`src/rtl/periph_timer_bank_pkg.sv`:
```
// rtl/periph_timer_bank_pkg.sv - shared register map and control field definitions for the timer bank
//
// Purpose: register offsets, CTRL bit positions, mode encoding and the per-channel
//          register-select decode used by the top and the channel.
// Ports:   none (package).
package periph_timer_bank_pkg;

  localparam logic [7:0] OFF_TH     = 8'h00;
  localparam logic [7:0] OFF_TL     = 8'h04;
  localparam logic [7:0] OFF_CTRL   = 8'h08;
  localparam logic [7:0] OFF_PRE    = 8'h0C;
  localparam logic [7:0] OFF_STATUS = 8'h80;

  localparam int CTRL_EN    = 0;
  localparam int CTRL_IRQEN = 1;
  localparam int CTRL_MODE  = 2;
  localparam int CTRL_W     = 3;

  typedef enum logic {
    MODE_AUTO    = 1'b0,
    MODE_ONESHOT = 1'b1
  } mode_e;

  // One write-enable bit per channel register.
  typedef struct packed {
    logic th;
    logic tl;
    logic ctrl;
    logic pre;
  } reg_we_t;

  // Word select within a 16-byte channel window (byte offset bits [3:2]).
  function automatic reg_we_t decode_reg(input logic [1:0] word);
    reg_we_t sel;
    sel.th   = (word == OFF_TH[3:2]);
    sel.tl   = (word == OFF_TL[3:2]);
    sel.ctrl = (word == OFF_CTRL[3:2]);
    sel.pre  = (word == OFF_PRE[3:2]);
    return sel;
  endfunction

endpackage

```
`src/rtl/periph_timer_bank_channel.sv`:
```
// rtl/periph_timer_bank_channel.sv - one reload timer channel with prescaler and pending flag
//
// Purpose: holds TH/TL/CTRL/PRE for one channel, runs the prescaler and counter,
//          and raises pending on counter overflow.
// Ports:
//   clk, rst_n        clock, asynchronous active-low reset
//   we                per-register write enables for this channel
//   wdata             bus write data
//   pend_clr          clear request for pending (write-1-to-clear)
//   th, tl, ctrl, pre register values for readback
//   pending           registered overflow flag
module timer_channel
  import periph_timer_bank_pkg::*;
#(
  parameter int CNT_W = 32,
  parameter int PRE_W = 16
) (
  input  logic              clk,
  input  logic              rst_n,
  input  reg_we_t           we,
  input  logic [31:0]       wdata,
  input  logic              pend_clr,
  output logic [CNT_W-1:0]  th,
  output logic [CNT_W-1:0]  tl,
  output logic [CTRL_W-1:0] ctrl,
  output logic [PRE_W-1:0]  pre,
  output logic              pending
);

  logic [CNT_W-1:0]  th_q, th_d;
  logic [CNT_W-1:0]  tl_q, tl_d;
  logic [CTRL_W-1:0] ctrl_q, ctrl_d;
  logic [PRE_W-1:0]  pre_q, pre_d;
  logic [PRE_W-1:0]  pre_cnt_q, pre_cnt_d;
  logic              pending_q, pending_d;

  logic en;
  logic pre_hit;
  logic tick;
  logic ovf;

  always_comb begin
    en      = ctrl_q[CTRL_EN];
    pre_hit = (pre_cnt_q == pre_q);
    tick    = en && pre_hit;
    // A bus write to TL in the same cycle suppresses the overflow entirely.
    ovf     = tick && (tl_q == {CNT_W{1'b1}}) && !we.tl;

    pre_cnt_d = pre_cnt_q;
    if (en) begin
      pre_cnt_d = pre_hit ? '0 : pre_cnt_q + PRE_W'(1);
    end
    if (we.pre || (we.ctrl && wdata[CTRL_EN])) begin
      pre_cnt_d = '0;
    end

    th_d = we.th ? wdata[CNT_W-1:0] : th_q;

    // On overflow TL reloads from the TH value held before any same-cycle TH write.
    tl_d = tl_q;
    if (tick) begin
      tl_d = ovf ? th_q : tl_q + CNT_W'(1);
    end
    if (we.tl) begin
      tl_d = wdata[CNT_W-1:0];
    end

    ctrl_d = ctrl_q;
    if (ovf && (mode_e'(ctrl_q[CTRL_MODE]) == MODE_ONESHOT)) begin
      ctrl_d[CTRL_EN] = 1'b0;
    end
    if (we.ctrl) begin
      ctrl_d = wdata[CTRL_W-1:0];
    end

    pre_d = we.pre ? wdata[PRE_W-1:0] : pre_q;

    // Set has priority over a coincident clear.
    pending_d = pending_q;
    if (pend_clr) begin
      pending_d = 1'b0;
    end
    if (ovf) begin
      pending_d = 1'b1;
    end
  end

  always_ff @(posedge clk or negedge rst_n) begin
    if (!rst_n) begin
      th_q      <= '0;
      tl_q      <= '0;
      ctrl_q    <= '0;
      pre_q     <= '0;
      pre_cnt_q <= '0;
      pending_q <= 1'b0;
    end else begin
      th_q      <= th_d;
      tl_q      <= tl_d;
      ctrl_q    <= ctrl_d;
      pre_q     <= pre_d;
      pre_cnt_q <= pre_cnt_d;
      pending_q <= pending_d;
    end
  end

  assign th      = th_q;
  assign tl      = tl_q;
  assign ctrl    = ctrl_q;
  assign pre     = pre_q;
  assign pending = pending_q;

endmodule

```
`src/rtl/periph_timer_bank.sv`:
```
// rtl/periph_timer_bank.sv - bank of memory-mapped reload timers with maskable interrupts
//
// Purpose: decodes the CPU data bus into N_CH timer channels plus a shared STATUS
//          register, muxes read data and combines per-channel interrupts.
// Ports:
//   clk, reset           clock, asynchronous active-low reset
//   MemRead, MemWrite    bus strobes
//   Address, Write_data  byte address and write data
//   Read_data            combinational read data, 0 on no read or miss
//   hit                  address decodes to a mapped register (combinational)
//   irq_vec              per-channel pending & irq_en
//   irqout               OR of irq_vec
module periph_timer_bank
  import periph_timer_bank_pkg::*;
#(
  parameter int          N_CH      = 4,
  parameter int          CNT_W     = 32,
  parameter int          PRE_W     = 16,
  parameter logic [31:0] BASE_ADDR = 32'h4000_0100
) (
  input  logic            clk,
  input  logic            reset,
  input  logic            MemRead,
  input  logic            MemWrite,
  input  logic [31:0]     Address,
  input  logic [31:0]     Write_data,
  output logic [31:0]     Read_data,
  output logic            hit,
  output logic [N_CH-1:0] irq_vec,
  output logic            irqout
);

  logic [7:0]  off;
  logic        in_block;
  logic        status_hit;
  logic        ch_hit;
  logic [2:0]  ch_idx;
  reg_we_t     reg_sel;
  logic [N_CH-1:0] pending;
  logic [31:0] ch_rdata [N_CH];
  logic [31:0] rdata;

  always_comb begin
    off        = Address[7:0];
    in_block   = (Address[31:8] == BASE_ADDR[31:8]) && (Address[1:0] == 2'b00);
    status_hit = in_block && (off == OFF_STATUS);
    ch_idx     = off[6:4];
    // Channel windows occupy the lower half only; indices beyond N_CH are unmapped.
    ch_hit     = in_block && !off[7] && (32'(ch_idx) < 32'(N_CH));
    reg_sel    = decode_reg(off[3:2]);
    hit        = status_hit || ch_hit;
  end

  for (genvar g = 0; g < N_CH; g++) begin : gen_ch
    logic             sel;
    reg_we_t          we_ch;
    logic [CNT_W-1:0] th_r;
    logic [CNT_W-1:0] tl_r;
    logic [CTRL_W-1:0] ctrl_r;
    logic [PRE_W-1:0] pre_r;

    assign sel   = ch_hit && (ch_idx == 3'(g));
    assign we_ch = (MemWrite && sel) ? reg_sel : '0;

    timer_channel #(
      .CNT_W (CNT_W),
      .PRE_W (PRE_W)
    ) u_ch (
      .clk      (clk),
      .rst_n    (reset),
      .we       (we_ch),
      .wdata    (Write_data),
      .pend_clr (MemWrite && status_hit && Write_data[g]),
      .th       (th_r),
      .tl       (tl_r),
      .ctrl     (ctrl_r),
      .pre      (pre_r),
      .pending  (pending[g])
    );

    assign ch_rdata[g] = reg_sel.th   ? 32'(th_r)   :
                         reg_sel.tl   ? 32'(tl_r)   :
                         reg_sel.ctrl ? 32'(ctrl_r) :
                                        32'(pre_r);

    assign irq_vec[g] = pending[g] & ctrl_r[CTRL_IRQEN];
  end

  always_comb begin
    rdata = '0;
    if (status_hit) begin
      rdata = 32'(pending);
    end
    for (int i = 0; i < N_CH; i++) begin
      if (ch_hit && (ch_idx == 3'(i))) begin
        rdata = ch_rdata[i];
      end
    end
  end

  // Read data reflects register state before any write landing on this edge.
  assign Read_data = MemRead ? rdata : 32'h0;
  assign irqout    = |irq_vec;

endmodule

```
`config.mk`:
```
export PLATFORM = sky130hd
export DESIGN_NAME = periph_timer_bank
export DESIGN_NICKNAME = d
export VERILOG_FILES = /design/src/rtl/periph_timer_bank_pkg.sv /design/src/rtl/periph_timer_bank_channel.sv /design/src/rtl/periph_timer_bank.sv
export SDC_FILE = /design/constraint.sdc
export NUM_CORES = 1
export LEC_CHECK = 0
export CAP_MARGIN = 20
export CORE_MARGIN = 4
export CORE_UTILIZATION = 60
export DETAILED_ROUTE_END_ITERATION = 6
export PLACE_DENSITY = 0.79
export SETUP_SLACK_MARGIN = 0.05
export SLEW_MARGIN = 20
export SYNTH_ARGS = -nofsm -noshare
export SYNTH_HDL_FRONTEND = slang
export SYNTH_SLANG_ARGS = --single-unit
export TNS_END_PERCENT = 20
```
`constraint.sdc`:
```
create_clock -name clk -period 3.2 [get_ports clk]
set_input_delay 0.48 -clock clk [delete_from_list [all_inputs] [get_ports clk]]
set_output_delay 0.48 -clock clk [all_outputs]
set_load 0.05 [all_outputs]
```
=== Word-level counts from Yosys, hierarchy flattened ===
Cells that the tools add are included.

* ROM bits: 0
* Bits of input ports: 68
* Register bits after elaboration: 400
* Memory bits (writable): 0
* Output and inout bits: 38
* Memories: 0
* Bits in latches: 0
* Word-level logic and storage cells: 186

* Add/sub/neg operators: 8
* Reductions and logical operators: 67
* Muxes and demuxes: 62
* Bitwise operators: 4
* Equality and inequality tests: 16
* $lt $le $gt $ge: 1
* Div/mod/pow operators: 0
* Shifts and indexed selects: 0
* Multipliers: 0

{| class="wikitable"
|+ Operator list
! kind !! count
|-
| 32-bit 2-to-1 mux || 25
|-
| 16-bit 2-to-1 mux || 16
|-
| 32-bit by 1-bit adder with 32-bit output (second input constant) || 4
|-
| 32-bit equality test (second input constant) || 4
|-
| 16-bit by 1-bit adder with 16-bit output (second input constant) || 4
|-
| 16-bit equality test || 4
|-
| 1-bit logical AND || 37
|-
| 2-bit nonzero test || 16
|-
| 24-bit by 23-bit equality test with 1-bit output (second input constant) || 1
|-
| 4-bit 2-to-1 mux || 5
|-
| 1-bit 2-to-1 mux || 16
|-
| 8-bit equality test (second input constant) || 1
|-
| 3-bit by 2-bit equality test with 1-bit output (second input constant) || 2
|-
| 1-bit logical NOT || 5
|-
| 1-bit logical OR || 5
|-
| 1-bit AND || 4
|-
| 2-bit equality test (second input constant) || 2
|-
| 2-bit logical NOT || 2
|-
| 4-bit OR reduction || 1
|-
| 3-bit by 1-bit equality test with 1-bit output (second input constant) || 1
|-
| 3-bit logical NOT || 1
|-
| 3-bit less-than comparator (second input constant) || 1
|-
| 2-bit by 1-bit equality test with 1-bit output (second input constant) || 1
|}

=== Longest topological paths before layout ===
* Word-level depth: 12
* Depth in mapped cells: 11
* Mapped depth without buffers: 7

=== Cells and area by module ===
From an unflattened synthesis, not the netlist that was laid out.

* Cells, all modules: 2445
* Area total of the unflattened synthesis: 24787.5 µm²

{| class="wikitable"
|+ Modules (own cells, without submodules)
! module !! cells an instance !! area each (µm²) !! times used
|-
| timer_channel at gen_ch[2].u_ch ... || 506 || 5307.6 || 2
|-
| timer_channel at gen_ch[0].u_ch ... || 506 || 5272.6 || 2
|-
| periph_timer_bank || 421 || 3627.2 || 1
|}

=== Least setup slack after synthesis ===
Ideal clock, no wire load.

* Path kind: input-to-output
* Start point: input port Address[2]
* End point: output port Read_data[30]
* Slack: -460 ps
* Arrival time: 3180 ps
* Cell stages on the path: 8
* Cells stage by stage: buf_2 -> buf_2 -> buf_1 -> buf_2 -> mux2i_1 -> nor2_1 -> nor2_1 -> nor4_1

* Word-level cells in the longest chain between the ends: 8
* Elaborated cells on any way between the ends: 15

{| class="wikitable"
|+ Ends and longest elaborated chain
! what !! line !! source
|-
| start, declared || periph_timer_bank.sv:25 || <nowiki>input logic [31:0] Address,</nowiki>
|-
| 2-bit by 1-bit equality test with 1-bit output || periph_timer_bank_pkg.sv:36 || <nowiki>sel.tl = (word == OFF_TL[3:2]);</nowiki>
|-
| 32-bit 2-to-1 mux || periph_timer_bank.sv:82 || <nowiki>reg_sel.tl ? 32'(tl_r) :</nowiki>
|-
| 32-bit 2-to-1 mux || periph_timer_bank.sv:81 || <nowiki>assign ch_rdata[g] = reg_sel.th ? 32'(th_r) :</nowiki>
|-
| 32-bit 2-to-1 mux (3 in series) || periph_timer_bank.sv:95 || <nowiki>if (ch_hit && (ch_idx == 3'(i))) begin</nowiki>
|-
| 32-bit 2-to-1 mux * || periph_timer_bank.sv:95 ||
|-
| 32-bit 2-to-1 mux * || periph_timer_bank.sv:102 || <nowiki>assign Read_data = MemRead ? rdata : 32'h0;</nowiki>
|-
| end, declared || periph_timer_bank.sv:27 || <nowiki>output logic [31:0] Read_data,</nowiki>
|}

Mark *: on every way between the ends. The rest lies on a longest branch, timed or not.

=== Final worst setup path ===
* Start point: input port Address[23]
* End point: output port Read_data[16]

* Word-level cells in the longest chain between the ends: 10
* Elaborated cells on any way between the ends: 13

{| class="wikitable"
|+ Ends and longest elaborated chain
! what !! line !! source
|-
| 24-bit by 23-bit equality test with 1-bit output * || periph_timer_bank.sv:45 || <nowiki>in_block = (Address[31:8] == BASE_ADDR[31:8]) && (Address[1:0] == 2'b00);</nowiki>
|-
| 1-bit logical AND * || periph_timer_bank.sv:45 ||
|-
| 1-bit logical AND * (2 in series) || periph_timer_bank.sv:49 || <nowiki>ch_hit = in_block && !off[7] && (32'(ch_idx) < 32'(N_CH));</nowiki>
|-
| 1-bit logical AND || periph_timer_bank.sv:95 ||
|-
| 32-bit 2-to-1 mux (3 in series) || periph_timer_bank.sv:95 ||
|-
| 32-bit 2-to-1 mux * || periph_timer_bank.sv:95 ||
|-
| 32-bit 2-to-1 mux * || periph_timer_bank.sv:102 ||
|}

Marks and branches as above.

==> summary.txt <==
Timing
  – Period utilisation layout: 99.2%
  – Max-slew violations: 0
  – Final-report hold violation count: 0
  – Relative slew margins: 22.9%
  – Slew @ Worst Pin: 1.15 ns
  – Final Setup Violations: 0
  – Final critical delay including setup and external delays: 3.18 ns
  – Clock skew: 0.0234 ns
  – Hold WS: 0.435 ns
  – Final setup margin: 0.0248 ns
  – RSZ-0062 raised after global routing: yes
  – Fmax: 0.315 GHz

Clock tree
  – Clk_lat worst skew: 0.60 ns
  – H-Tree Depth: 2
  – Clk buf depth: 3
  – Clock root buffer: clkbuf_16
  – Clock Sinks: 400
  – TritonCTS clock tree: built
  – CTS clk-pin slew, worst paths: 0.06 ns
  – CTS Buf Count: 45

Place
  – Dpl cell area: 27800 um2
  – Dpl hpwl: 64900 um
  – Port Buf Inserts: 105
  – Gp weighted congestion: 0.965
  – Place WS: -0.443 ns

Logic synthesis
  – Yosys reg bits: 400
  – Synth top area share: 40.0%
  – Ranking of synthesized cells by area: dfrtp_1 (40%), mux2_2 (12%), mux2i_1 (4.7%)
  – Syn nets: 2695
  – Syn Area/Cell: 9.55 um2
  – Synth Warn #: 0
  – Post-synth EDFFs: 0
  – Sequential element share of the synthesized area: 40.0%
  – Post-Syn Instances: 2619
  – FFs w/ async S/R, synth: 100%
  – Synth area leader: dfrtp_1
  – Main flop type after synthesis: dfrtp_1
  – Synth cell types: 82
  – Synth Cell Area: 25000 um2

Power and ir drop
  – Flop pwr share: 45.4%
  – Sw power: 2.71 mW
  – Internal: 8.44 mW
  – Power density over the cells: 373 nW/um2
  – Gate power share: 6.0%
  – Leakage: 13.1 nW
  – Clock power share: 48.7%
  – Sw Share: 24.3%
  – Peak supply drop: 429 uV

Critical path
  – R2R Path End: gen_ch[3].u_ch.tl[3]
  – Critical path type: primary input to output pin
  – Crit path launch type: primary input
  – Crit path to: Read_data[16]
  – CP Data Required Time: 2.72 ns
  – Critical path capture point type: output pin
  – Setup crit start: Address[23]
  – Cells on worst reg2reg path: 7
  – Reg-to-Reg Start: gen_ch[3].u_ch.tl[0]
  – CP max FO: 7
  – R2r setup slk: 0.41 ns
  – Critical path arrival: 2.70 ns

Global routing
  – Vias in the first global route: 22.4k
  – Initial antenna violation count: 4
  – Largest net degree at the start of global routing: 79
  – Total Routing Usage GR: 39.8%
  – Gr ovfl total: 0
  – First-pass GRT wire length: 138000 um

Floorplan
  – Die ar.: 45000 um2
  – Die height: 212 um
  – # rows: 74
  – Die width: 212 um
  – Initial Util: 61.0%
  – Core footprint: 41000 um2
  – IO Count: 106

Routing
  – DRC: 1
  – Drt wl/cell: 27.4 um
  – Routed vias: 23.5k
  – DR vias/cell: 7.05
  – Total detailed-routing wirelength: 91400 um
  – DR pass1 iterations: 7
  – Final ANT Viol Nets: 0
  – Detailed Route Iter0 Violations: 3332

Run
  – Max-Cap Viols: 0

Worst hold path
  – Worst Hold Class: primary input to asynchronous set/reset pin

Finish
  – Filler Cells Inserted: 3011
  – Area grow syn2layout: 19.5%
  – Storage cell area: 10000 um2
  – Most frequent cells in the layout: dfrtp_1 (400), mux2_2 (257), nand2_1 (230), o21ai_0 (194), buf_4 (152)
  – Most common cell after layout, fill and taps aside: dfrtp_1
  – Area of the multi-input gates: 14400 um2
  – Final nets: 2849
  – Share of layout cells above drive strength 1: 23.9%
  – Fin area: 29900 um2

Outcome
  – Outcome: complete, but fails checks
  – Failing checks: design-rule violations
==> power groups by stage <==
stage,clock network (mW),registers [mW],logic [mW]
after floorplan,0,5.15,0.205
after global placement,0,5.15,0.636
after detailed placement,0,5.15,0.638
after CTS,5.44,5.06,0.646
after global routing,5.65,5.06,0.684
final,5.43,5.06,0.664
==> area by class of cell <==
class / count / area share (%)
antenna: 2 / 0.0167
tap: 532 / 2.23
multi-input combinational: 1969 / 48.3
clock buffer: 61 / 4.38
inverter: 70 / 0.879
sequential: 400 / 33.5
clock inverter: 19 / 0.712
timing repair buffer: 287 / 9.96
==> logic make-up after synthesis <==
group	Yosys count	synth area share, %
buffers and inverters	250	4.19
AOI/OAI and AO/OA	626	16.1
adders and majority gates	8	0.400
muxes	387	17.4
and+or+nand+nor	847	18.3
xor gates and xnor gates	101	3.54
DFF	400	40.0
==> registers in the layout, indices dropped and copies added (netlist names) <==
register               count
gen_ch.u_ch.th           128
gen_ch.u_ch.tl           128
gen_ch.u_ch.pre           64
gen_ch.u_ch.pre_cnt_q     64
gen_ch.u_ch.ctrl          12
gen_ch.u_ch.pending        4
==> worst min path at each step <==
| stage | endpoint |
|---|---|
| after floorplan | gen_ch[0].u_ch.ctrl[0] |
| after global placement | gen_ch[2].u_ch.pre_cnt_q[7] |
| after detailed placement | gen_ch[2].u_ch.pre_cnt_q[6] |
| after CTS | gen_ch[2].u_ch.pre_cnt_q[6] |
| after global routing | gen_ch[2].u_ch.pre_cnt_q[7] |
| final | gen_ch[2].u_ch.pre_cnt_q[6] |
==> worst max-delay path: stages <==
cell             delay [ns]
clkdlybuf4s15_1        0.20
buf_4                  0.15
nor4_4                 0.23
buf_4                  0.20
nand4_1                0.17
buf_4                  0.19
or3_4                  0.37
buf_12                 0.17
o22ai_2                0.17
o21a_1                 0.21
buf_12                 0.15
==> repair_timing <==
action | CTS | global route
endpoints found under the hold margin | 55 | 0
buffers inserted | 8 | 0
pin swaps | 50 | 32
hold buffers | 1 | 0
setup endpoints to repair | 32 | 31
gates resized for setup | 119 | 31
gates cloned | 1 | 0
==> synthesized netlist by cell type (all sizes together), types with 8 or more instances <==
cell type / count
dfrtp: 400
mux2: 257
nand2: 231
o21ai: 219
nor2: 128
mux2i: 117
clkbuf: 112
nand3: 92
nand4: 84
a22oi: 83
nor3: 82
a21oi: 77
xnor2: 73
inv: 70
buf: 68
and3: 58
o22ai: 51
nor4: 45
and2: 28
xor2: 28
and4: 21
o31ai: 21
nand3b: 20
o21a: 20
a31oi: 16
a211oi: 15
a2bb2oi: 15
o211ai: 14
a41o: 13
mux4: 13
or3: 11
a211o: 10
or4: 10
nor3b: 9
a41oi: 8
ha: 8
==> stage by stage <==
stage          utilization (%)  std cells   TNS, ns  power [mW]
6_report                  72.9       3340         0        11.2
5_1_grt                   72.9       3339  -0.00482        11.4
4_1_cts                   72.6       3338         0        11.1
3_5_place_dp              67.7       3248    -17.36        5.79
3_3_place_gp              67.7       3248    -13.06        5.79
2_1_floorplan                -       2619     -2.46        5.36
==> routing by layer <==
layer | vias up | share of wire [%] | global-route usage [%]
met3 | 320 | 12 | 9.96
met1 | 11466 | 39 | 55.9
met2 | 1664 | 42 | 57.3
met5 | - | 0.031 | 0
li1 | 10093 | - | -
met4 | 4 | 6.3 | 20.9
(Power assumes the default switching activity.)
